[src/rtl/c32_arb_pkg.sv]
// Shared definitions for the c32 memory arbiter: state encoding, owner
// codes and counter width.
package c32_arb_pkg;

    // Arbiter sequencing states.
    typedef enum logic [1:0] {
        S_IDLE = 2'd0,
        S_BUSY = 2'd1,
        S_DONE = 2'd2
    } arb_state_t;

    // Grantee codes as driven on the owner output.
    localparam logic OWN_CPU = 1'b0;
    localparam logic OWN_DMA = 1'b1;

    // Width of the wait-state and DMA burst counters.
    localparam int CNT_W = 4;

endpackage

[src/rtl/c32_memarb.sv]
// Single-port memory arbiter/sequencer for the c32 core. One access is in
// flight at a time: IDLE arbitrates, BUSY covers the memory wait states and
// DONE presents the completion pulse while the requester moves on.
//
// Requester handshake: the CPU is treated as always requesting and its
// cpu_a/cpu_o/cpu_w are sampled in IDLE; cpu_ce is a one-cycle pulse marking
// completion. The DMA side holds dma_req with stable dma_a/dma_d/dma_w until
// it sees the one-cycle dma_ack; read data (cpu_i / dma_q) is valid with the
// pulse and held until the next read for that requester completes.
module c32_memarb
    import c32_arb_pkg::*;
#(
    parameter int WAIT      = 1,
    parameter int DMA_BURST = 4
) (
    input  logic        clock,
    input  logic        reset,
    input  logic [31:0] cpu_a,
    input  logic [31:0] cpu_o,
    input  logic        cpu_w,
    output logic [31:0] cpu_i,
    output logic        cpu_ce,
    input  logic        dma_req,
    input  logic [31:0] dma_a,
    input  logic [31:0] dma_d,
    input  logic        dma_w,
    output logic        dma_ack,
    output logic [31:0] dma_q,
    output logic [31:0] mem_a,
    output logic [31:0] mem_d,
    output logic        mem_w,
    input  logic [31:0] mem_q,
    output logic        owner
);

    localparam logic [CNT_W-1:0] WAIT_C  = CNT_W'(WAIT);
    localparam logic [CNT_W-1:0] BURST_C = CNT_W'(DMA_BURST);

    arb_state_t       state_q, state_d;
    logic [CNT_W-1:0] cnt_q, cnt_d;
    logic [CNT_W-1:0] burst_q, burst_d;
    logic             owner_q, owner_d;
    logic             wr_q, wr_d;
    logic [31:0]      mem_a_q, mem_a_d;
    logic [31:0]      mem_d_q, mem_d_d;
    logic             mem_w_q, mem_w_d;
    logic [31:0]      cpu_i_q, cpu_i_d;
    logic [31:0]      dma_q_q, dma_q_d;
    logic             cpu_ce_q, cpu_ce_d;
    logic             dma_ack_q, dma_ack_d;

    // Next-state and next-output logic for the IDLE/BUSY/DONE sequence.
    always_comb begin
        state_d   = state_q;
        cnt_d     = cnt_q;
        burst_d   = burst_q;
        owner_d   = owner_q;
        wr_d      = wr_q;
        mem_a_d   = mem_a_q;
        mem_d_d   = mem_d_q;
        mem_w_d   = 1'b0;
        cpu_i_d   = cpu_i_q;
        dma_q_d   = dma_q_q;
        cpu_ce_d  = 1'b0;
        dma_ack_d = 1'b0;

        case (state_q)
            S_IDLE: begin
                // DMA wins unless it has used up its burst allowance.
                if (dma_req && (burst_q < BURST_C)) begin
                    owner_d = OWN_DMA;
                    burst_d = burst_q + 1'b1;
                    mem_a_d = dma_a;
                    mem_d_d = dma_d;
                    wr_d    = dma_w;
                end else begin
                    owner_d = OWN_CPU;
                    burst_d = '0;
                    mem_a_d = cpu_a;
                    mem_d_d = cpu_o;
                    wr_d    = cpu_w;
                end
                mem_w_d = wr_d;
                cnt_d   = WAIT_C;
                state_d = S_BUSY;
            end
            S_BUSY: begin
                // mem_w defaults low, so the strobe lasts only the first BUSY cycle.
                if (cnt_q != '0) begin
                    cnt_d = cnt_q - 1'b1;
                end else begin
                    if (!wr_q) begin
                        if (owner_q == OWN_DMA) dma_q_d = mem_q;
                        else                    cpu_i_d = mem_q;
                    end
                    if (owner_q == OWN_DMA) dma_ack_d = 1'b1;
                    else                    cpu_ce_d  = 1'b1;
                    state_d = S_DONE;
                end
            end
            S_DONE: begin
                state_d = S_IDLE;
            end
            default: begin
                state_d = S_IDLE;
            end
        endcase
    end

    // State and registered outputs; reset aborts any access immediately.
    always_ff @(posedge clock or posedge reset) begin
        if (reset) begin
            state_q   <= S_IDLE;
            cnt_q     <= '0;
            burst_q   <= '0;
            owner_q   <= OWN_CPU;
            wr_q      <= 1'b0;
            mem_a_q   <= '0;
            mem_d_q   <= '0;
            mem_w_q   <= 1'b0;
            cpu_i_q   <= '0;
            dma_q_q   <= '0;
            cpu_ce_q  <= 1'b0;
            dma_ack_q <= 1'b0;
        end else begin
            state_q   <= state_d;
            cnt_q     <= cnt_d;
            burst_q   <= burst_d;
            owner_q   <= owner_d;
            wr_q      <= wr_d;
            mem_a_q   <= mem_a_d;
            mem_d_q   <= mem_d_d;
            mem_w_q   <= mem_w_d;
            cpu_i_q   <= cpu_i_d;
            dma_q_q   <= dma_q_d;
            cpu_ce_q  <= cpu_ce_d;
            dma_ack_q <= dma_ack_d;
        end
    end

    assign cpu_i   = cpu_i_q;
    assign cpu_ce  = cpu_ce_q;
    assign dma_ack = dma_ack_q;
    assign dma_q   = dma_q_q;
    assign mem_a   = mem_a_q;
    assign mem_d   = mem_d_q;
    assign mem_w   = mem_w_q;
    assign owner   = owner_q;

endmodule

[config.mk]
export PLATFORM = sky130hd
export DESIGN_NAME = c32_memarb
export DESIGN_NICKNAME = d
export VERILOG_FILES = /design/src/rtl/c32_arb_pkg.sv /design/src/rtl/c32_memarb.sv
export SDC_FILE = /design/constraint.sdc
export NUM_CORES = 1
export LEC_CHECK = 0
export BUFFER_PORTS_ARGS = -buffer_cell sky130_fd_sc_hd__buf_4
export CAP_MARGIN = 5
export CORE_MARGIN = 2
export CORE_UTILIZATION = 35
export CTS_BUF_LIST = sky130_fd_sc_hd__clkbuf_16
export CTS_CLUSTER_DIAMETER = 200
export DETAILED_ROUTE_END_ITERATION = 8
export SLEW_MARGIN = 10
export SYNTH_ARGS = -nofsm -noshare
export SYNTH_HDL_FRONTEND = slang
export SYNTH_SLANG_ARGS = --single-unit
[constraint.sdc]
create_clock -name clock -period 7.2 [get_ports clock]
set_input_delay 1.8 -clock clock [delete_from_list [all_inputs] [get_ports clock]]
set_output_delay 1.8 -clock clock [all_outputs]
set_load 0.01 [all_outputs]
=== After elaboration in Yosys (flattened, before gate mapping) ===
Cells that the tools add are included.

* Multiplexer cells: 16
* Eq/ne operators: 3
* Order comparisons: 1
* Reductions and logical operators: 7
* $add $sub $neg: 2
* Bitwise gates (word level): 3

{| class="wikitable"
|+ Operator list
! cell !! number
|-
| 32-bit 2-to-1 mux || 2
|-
| 1-bit 2-to-1 mux || 9
|-
| 4-bit 2-to-1 mux || 2
|-
| 4-bit one-hot mux with 2 select lines || 1
|-
| 4-bit AND reduction || 2
|-
| 4-bit by 1-bit adder with 4-bit output, second input constant || 1
|-
| 4-bit by 3-bit less-than comparator with 1-bit output, second input constant || 1
|-
| 2-bit inequality test, second input constant || 2
|-
| 2-bit one-hot mux with 2 select lines || 1
|-
| 4-bit nonzero test || 1
|-
| 4-bit by 1-bit subtractor with 4-bit output, second input constant || 1
|-
| 1-bit NOT || 3
|-
| 2-bit by 1-bit == test with 1-bit output, second input constant || 1
|-
| 2-bit zero test || 1
|-
| 2-bit 2-to-1 mux || 1
|-
| 2-bit AND reduction || 1
|-
| 2-bit nonzero test || 1
|-
| 1-bit logical AND || 1
|}

* Input bits: 165
* Word-level logic and storage cells: 44
* Output and inout bits: 132
* Register bits: 143

=== Logic depth before layout (Yosys ltp) ===
Gate-level depths: netlist of run 1.

* Depth in word-level cells: 4
* Gate-level depth with buffers: 7
* Gate-level depth less buffers: 5

=== Worst setup path before layout of run 1 ===
Ideal clock, no wire load.

* Kind: input to register
* Start point: in dma_req
* End point: reg mem_a_q[0], in the netlist mem_a[0]
* Cell stages on the path: 5
* Required time: 7.123 ns
* Arrival: 2.910 ns
* Buffers on the path: 2
* Setup slack: 4.213 ns
* Setup time: 0.077 ns
* Path through: nor3b_1 clkbuf_1 clkbuf_1 a21oi_1 a21oi_1

* Longest elaborated chain between the ends: 2

{| class="wikitable"
|+ Ends and longest elaborated chain
! what !! line !! source
|-
| from (decl) || c32_memarb.sv:23 || <nowiki>input logic dma_req,</nowiki>
|-
| 1-bit logical AND || c32_memarb.sv:70 || <nowiki>if (dma_req && (burst_q < BURST_C)) begin</nowiki>
|-
| 32-bit 2-to-1 mux || c32_memarb.sv:70 ||
|-
| to (signal assigned) || c32_memarb.sv:131 || <nowiki>mem_a_q <= mem_a_d;</nowiki>
|-
| to (decl) || c32_memarb.sv:44 || <nowiki>logic [31:0] mem_a_q, mem_a_d;</nowiki>
|}

Every way passes these cells.
A chain may end at the register's enable or synchronous reset.

=== Worst setup path after layout of run 1 ===
* Start point: in dma_req
* End point: reg mem_a_q[6], in the netlist mem_a[6]

Same word-level chain as after synthesis.

==> results of run 1 <==
-- placed cells by master (no fill, tap or decap), types with 2 or more instances in the layout --
| cell | instances |
|---|---|
| buf_4 | 302 |
| nor2_1 | 68 |
| and2_1 | 2 |
| clkbuf_16 | 17 |
| nand3_1 | 2 |
| mux2_2 | 35 |
| mux2_4 | 30 |
| ha_1 | 3 |
| inv_6 | 5 |
| dfrtp_1 | 143 |
| clkinvlp_4 | 2 |
| clkinv_4 | 3 |
| inv_1 | 3 |
| nand2_1 | 72 |
| a21oi_1 | 131 |
| bufinv_16 | 2 |
| clkinv_2 | 2 |
-- area by class of cell --
type | count | area [um^2] | share of cell area
inverter | 3 | 16.3 | 0.00181
multi-input combinational | 363 | 2250 | 0.251
tap | 220 | 275 | 0.0307
sequential | 143 | 3580 | 0.399
timing repair buffer | 302 | 2270 | 0.253
clock inverter | 15 | 161 | 0.0180
clock buffer | 17 | 425 | 0.0474
-- logic make-up (layout without fill, tap and decap cells) --
kind of cell,after synthesis,in the layout
AND/OR/NAND/NOR,157,157
multiplexers,66,66
buffers and inverters,40,337
adder cells (fa/ha/maj),3,3
AO/OA/AOI/OAI,137,137
flip-flops,143,143
-- through the flow --
step	power [mW]	instances	hold slack [ns]	worst slack [ns]	instance area (um^2)
final	2.28	1063	0.481	3.84	8980
after floorplan	1.15	546	0.443	1.56	6030
after global routing	2.39	1063	0.511	3.66	8980
after global placement	1.42	1031	0.453	3.45	8390
after detailed placement	1.43	1031	0.466	3.39	8390
after CTS	2.31	1063	0.480	3.84	8980
-- power by group through the flow --
stage | clock (mW) | sequential, mW | combinational, mW
4_1_cts | 0.892 | 0.966 | 0.455
3_3_place_gp | 0 | 0.974 | 0.448
2_1_floorplan | 0 | 1.02 | 0.136
6_report | 0.870 | 0.966 | 0.448
3_5_place_dp | 0 | 0.979 | 0.454
5_1_grt | 0.927 | 0.978 | 0.486
-- sequential cells by signal, indices dropped and copies added, names as in the netlist --
name and cells:
cpu_ce 1, state_q 2, mem_w 1, cnt_q 4
mem_a 32, dma_q 32, burst_q 4, owner 1
wr_q 1, dma_ack 1, cpu_i 32, mem_d 32
-- per-layer routing --
| metal | wire, um | up-vias | global-route usage |
|---|---|---|---|
| met5 | 0 | - | 0 |
| met4 | 246 | 0 | 0.0544 |
| met3 | 1940 | 16 | 0.0823 |
| met2 | 8970 | 244 | 0.344 |
| met1 | 7240 | 2529 | 0.238 |
| li1 | - | 2419 | - |
-- worst reg2reg max path, cell delays in order, from the launching register on --
cell and delay, ns:
dfrtp_1 0.37, inv_1 0.11, ha_1 0.18, or3b_4 0.41, or4_4 0.79, mux2_4 0.44
-- worst max-delay path by stage --
stage               startpoint    endpoint
CTS                    dma_req   mem_a[27]
floorplan                reset  burst_q[0]
global placement       dma_req   mem_d[12]
finish                 dma_req    mem_a[6]
detailed placement     dma_req   mem_a[27]
global route           dma_req    mem_a[7]
==> results.tsv, run 1 <==
metric	value	unit
worst slew pin tran	1.02	ns
post-synthesis net count	714	
Final ANT Viol Nets	0	
clock power share	0.381	
clock buffer depth	2	
Root Driver	clkbuf_16	
post-synthesis mux area share	0.142	
cell with the most instances after synthesis	dfrtp_1	
CTS resizes	0	
WP data arrival	3.69	ns
Max Clk Rate	0.298	GHz
Mapped Area	6030	um^2
Post-synth EDFFs	0	
Antenna Cells	0	
Seq cells post-synth	143	
dpl hpwl	13100	um
RSZ-0062 raised after global routing	false	
largest family of logic cells by synthesized area	multiplexers	
io pins	297	
H-tree levels	4	
CTS Hold Buffers Added	0	
drt first-iter violations	220	
post-layout util	0.537	
CTS Buf Count	17	
vias in the first global route	5384	
core box area	16700	um^2
cell count along the critical path	5	
synth-to-layout area growth	49.0	%
DR vias/cell	4.90	
drt wl/cell	17.3	um
worst hold path startpoint	burst_q[1]	
initial antenna violation count	0	
Setup violations, final	0	
Detailed Routing Iterations Pass 1	5	
Max Cap Viol	0	
Vias	5208	
crit path max fanout	51	
clock sink count	143	
Worst-path clk slew	0.06	ns
synth unique cells	33	
Synth area leader	dfrtp_1	
die height	135	um
Syn Inst Count	546	
Rel. slew slack	0.318	
total net switching power	0.601	mW
layout cells sized above 1	0.482	
gr usage total	0.202	
total grt overflow	0	
clk_lat worst skew	0.42	ns
status	completed	
r2r endpoint	cpu_i[3]	
FP Rows	47	
VDD IR-drop max	0.194	mV
Slowest cell on crit path	nor3b_2	
DIE AREA	18300	um^2
Crit path max-delay family	simple AND/OR/NAND/NOR gates	
pwr/cell area	254	nW/um^2
critical path launch point type	input port	
r2r setup slk	4.79	ns
Seq/Total Area, Yosys	0.594	
Worst EP required	7.53	ns
prevailing post-synth register cell	dfrtp_1	
largest net degree at the start of global routing	78	
critical path class	in -> reg	
Final Cycle Share	0.466	
Synth top cells by count	dfrtp_1 (143), a21oi_1 (131), nand2_1 (72)	
Hold Path Class	reg -> reg	
first-pass GRT wire length	28700	um
TNS Setup	0	ns
fin crit period	3.36	ns
critical path cell sequence	buf_4, nor3b_2, buf_4, a21oi_1, a21oi_1	
Reg power frac	0.423	
count of pins over their slew limit	0	
R2R Path Start	cnt_q[0]	
leakage power	4.54	nW
simple-gate portion of the synthesized area	0.107	
Switching Fraction	0.263	
input/output buffers	296	
CP endpoint kind	flip-flop	
post-synthesis xor/xnor area fraction	0	
r2r worst-path depth	5	
Hold Vio Cnt, Final	0	
share of the synthesized area in the top cell type	0.594	
Ys Warns	0	
final WL	18400	um
Nets	998	
Adder-Cell Fraction of Synth Area	0.00623	
Final GP Congestion	0.796	
combinational power share	0.196	
# Post-CTS Setup Buffers	0	
CP peak stage delay	0.81	ns
drt drc	0	
CTS tree	done	
compound-gate portion of the synthesized area	0.116	
Hold Path Stages	2	
hold path endpoint	burst_q[1]	
Synth async-reset ratio	1.00	
Synth area leaders	dfrtp_1 (59%), a21oi_1 (11%), mux2_4 (7.5%)	
Initial Util	0.361	
FILL cells	1494	
CP bufs+invs	2	
Syn Area/Cell	11.0	um^2
clock skew	0.0104	ns
Die W	135	um
P_int	1.68	mW
No activity file was read; power rests on OpenSTA's default activity.
==> run 2, diff against run 1 <==
--- a/config.mk
+++ b/config.mk
@@ -5,6 +5,7 @@
 export SDC_FILE = /design/constraint.sdc
 export NUM_CORES = 1
 export LEC_CHECK = 0
+export ABC_AREA = 1
 export BUFFER_PORTS_ARGS = -buffer_cell sky130_fd_sc_hd__buf_4
 export CAP_MARGIN = 5
 export CORE_MARGIN = 2
==> constraint.sdc (replaced) <==
create_clock -name clock -period 2.8 [get_ports clock]
set_input_delay 0.7 -clock clock [delete_from_list [all_inputs] [get_ports clock]]
set_output_delay 0.7 -clock clock [all_outputs]
set_load 0.01 [all_outputs]
==> run 2 against run 1 <==
Effect of this change: first-iteration DRC count decreased by 9.1%; wire length increased by 18%; synthesized area increased by 21%; sequential share of layout area decreased by 5.0 points; combinational power increased to 2.9 times the previous value; die area increased by 21%; clock skew increased by 0.0038 ns; largest cell class unchanged.
==> results.tsv, run 2 <==
metric	value	unit
status	completed	
VDD IR-drop max	0.384	mV
first-pass GRT wire length	34400	um
Nets	1347	
drt drc	0	
initial antenna violation count	0	
FP Rows	52	
gr usage total	0.199	
Die W	149	um
FILL cells	1983	
most common cell after layout, fill and taps aside	nand2_1	
Max Clk Rate	0.560	GHz
Vias	6544	
layout cells sized above 1	0.304	
cell with the most instances after synthesis	nand2_1	
Max Cap Viol	0	
leakage power	5.57	nW
clock skew	0.0142	ns
drt first-iter violations	200	
Hold Vio Cnt, Final	0	
Post-synth EDFFs	0	
fin crit period	1.79	ns
post-synthesis net count	1074	
vias in the first global route	6550	
Worst-path clk slew	0.07	ns
clk_lat worst skew	0.42	ns
synth-to-layout area growth	40.4	%
critical path class	reg -> reg	
core box area	20400	um^2
commonest cells after routing, fill and taps aside	nand2_1 (348), buf_4 (304), dfrtp_1 (143)	
Antenna Cells	0	
Synth async-reset ratio	1.00	
Mapped Area	7320	um^2
crit path max fanout	24	
prevailing post-synth register cell	dfrtp_1	
worst slew pin tran	0.753	ns
clock buffer depth	2	
CTS resizes	0	
Synth area leaders	dfrtp_1 (49%), nand2_1 (18%), inv_1 (7.2%)	
CP endpoint kind	flip-flop	
pwr/cell area	580	nW/um^2
Setup violations, final	0	
die height	149	um
Ys Warns	0	
clock sink count	143	
Final Cycle Share	0.638	
WP data arrival	2.13	ns
Rel. slew slack	0.498	
Syn Area/Cell	8.08	um^2
Synth top cells by count	nand2_1 (349), dfrtp_1 (143), inv_1 (140)	
CTS Buf Count	17	
drt wl/cell	14.9	um
DIE AREA	22100	um^2
critical path launch point type	flip-flop	
Worst EP required	3.15	ns
total grt overflow	0	
Root Driver	clkbuf_16	
dpl hpwl	15200	um
H-tree levels	4	
Hold Path Class	in -> async	
CTS tree	done	
synth unique cells	22	
Final GP Congestion	0.805	
Final ANT Viol Nets	0	
largest net degree at the start of global routing	69	
# Post-CTS Setup Buffers	0	
io pins	297	
RSZ-0062 raised after global routing	false	
final WL	21800	um
Seq cells post-synth	143	
DR vias/cell	4.48	
Initial Util	0.359	
count of pins over their slew limit	0	
share of the synthesized area in the top cell type	0.489	
Synth area leader	dfrtp_1	
Detailed Routing Iterations Pass 1	4	
Syn Inst Count	906	
CTS Hold Buffers Added	0	
Placed Cells	1430	
post-route insts no fill	1462	
Seq/Total Area, Yosys	0.489	
input/output buffers	296	
TNS Setup	0	ns
-- run 2: cell count changes in the layout (fill, tap and decap cells not counted), moves of 4 or more --
cell,before,now
a21oi_1,131,0
inv_6,5,1
o21bai_1,0,54
nand2_1,72,348
nand3b_1,0,66
o21bai_2,0,11
clkinvlp_4,2,8
buf_12,0,5
inv_1,3,142
mux2_4,30,0
mux2_2,35,0
nor2_1,68,5
nand3_1,2,66
-- run 2: worst paths after layout --
path	startpoint	endpoint	slack, ns	cells past startpoint
min in group clock	mem_a[31]	mem_a[31]	0.48	2
hold / removal	reset	mem_d[9]	0.30	2
setup reg to reg	cnt_q[0]	cpu_i[22]	1.01	7
setup / recovery	cnt_q[0]	cpu_i[22]	1.01	7
hold reg to reg	mem_a[31]	mem_a[31]	0.48	2
max in group asynchronous	reset	cpu_i[0]	1.89	3
-- run 2: cells by family (layout without fill, tap and decap cells) --
kind of cell / after synthesis / after routing / synth area share
and+or+nand+nor: 495 / 495 / 0.310
AOI/OAI and AO/OA: 67 / 67 / 0.0737
DFF: 143 / 143 / 0.489
xor gates and xnor gates: 1 / 1 / 0.00120
adders and majority gates: 3 / 3 / 0.00513
buffers and inverters: 197 / 483 / 0.121
-- run 2: final cells by class --
class | count | area, um^2 | area share
well taps | 270 | 338 | 0.0329
flip-flops and latches | 143 | 3580 | 0.348
clock buffers | 17 | 425 | 0.0414
clock inverters | 15 | 150 | 0.0146
repair buffers | 309 | 2380 | 0.232
multi-input cells | 566 | 2870 | 0.279
inverters | 142 | 537 | 0.0522
-- run 2: through the flow --
stage / setup slack, ns / total power, mW / instance area, um^2 / util / hold WS [ns]
after detailed placement: 0.912 / 3.81 / 9700 / 0.476 / 0.467
after global routing: 0.845 / 6.29 / 10300 / 0.505 / 0.309
after global placement: 0.919 / 3.80 / 9700 / 0.476 / 0.463
after CTS: 0.966 / 6.05 / 10300 / 0.505 / 0.297
final: 1.01 / 5.96 / 10300 / 0.505 / 0.300
after floorplan: 0.309 / 3.08 / 7320 / - / 0.449
-- run 2: routing by layer --
metal / vias up / share of wire / global-route usage
li1: 3297 / - / -
met1: 3016 / 0.40 / 0.235
met2: 206 / 0.49 / 0.331
met3: 25 / 0.089 / 0.0782
met4: 0 / 0.025 / 0.0667
met5: - / 0 / 0
-- run 2: critical path, stage by stage, from the launching register on --
cell and delay (ns):
dfrtp_1 0.37, inv_1 0.13, ha_1 0.25, nand3_4 0.16, nor2_4 0.25, buf_4 0.35
nand2_1 0.11, nand2_1 0.08
-- run 2: power breakdown --
group	total (mW)	switching (mW)	internal, mW
clock	2.21	0.903	1.31
combinational	1.29	0.593	0.697
sequential	2.46	0.143	2.32
total	5.96	1.64	4.32
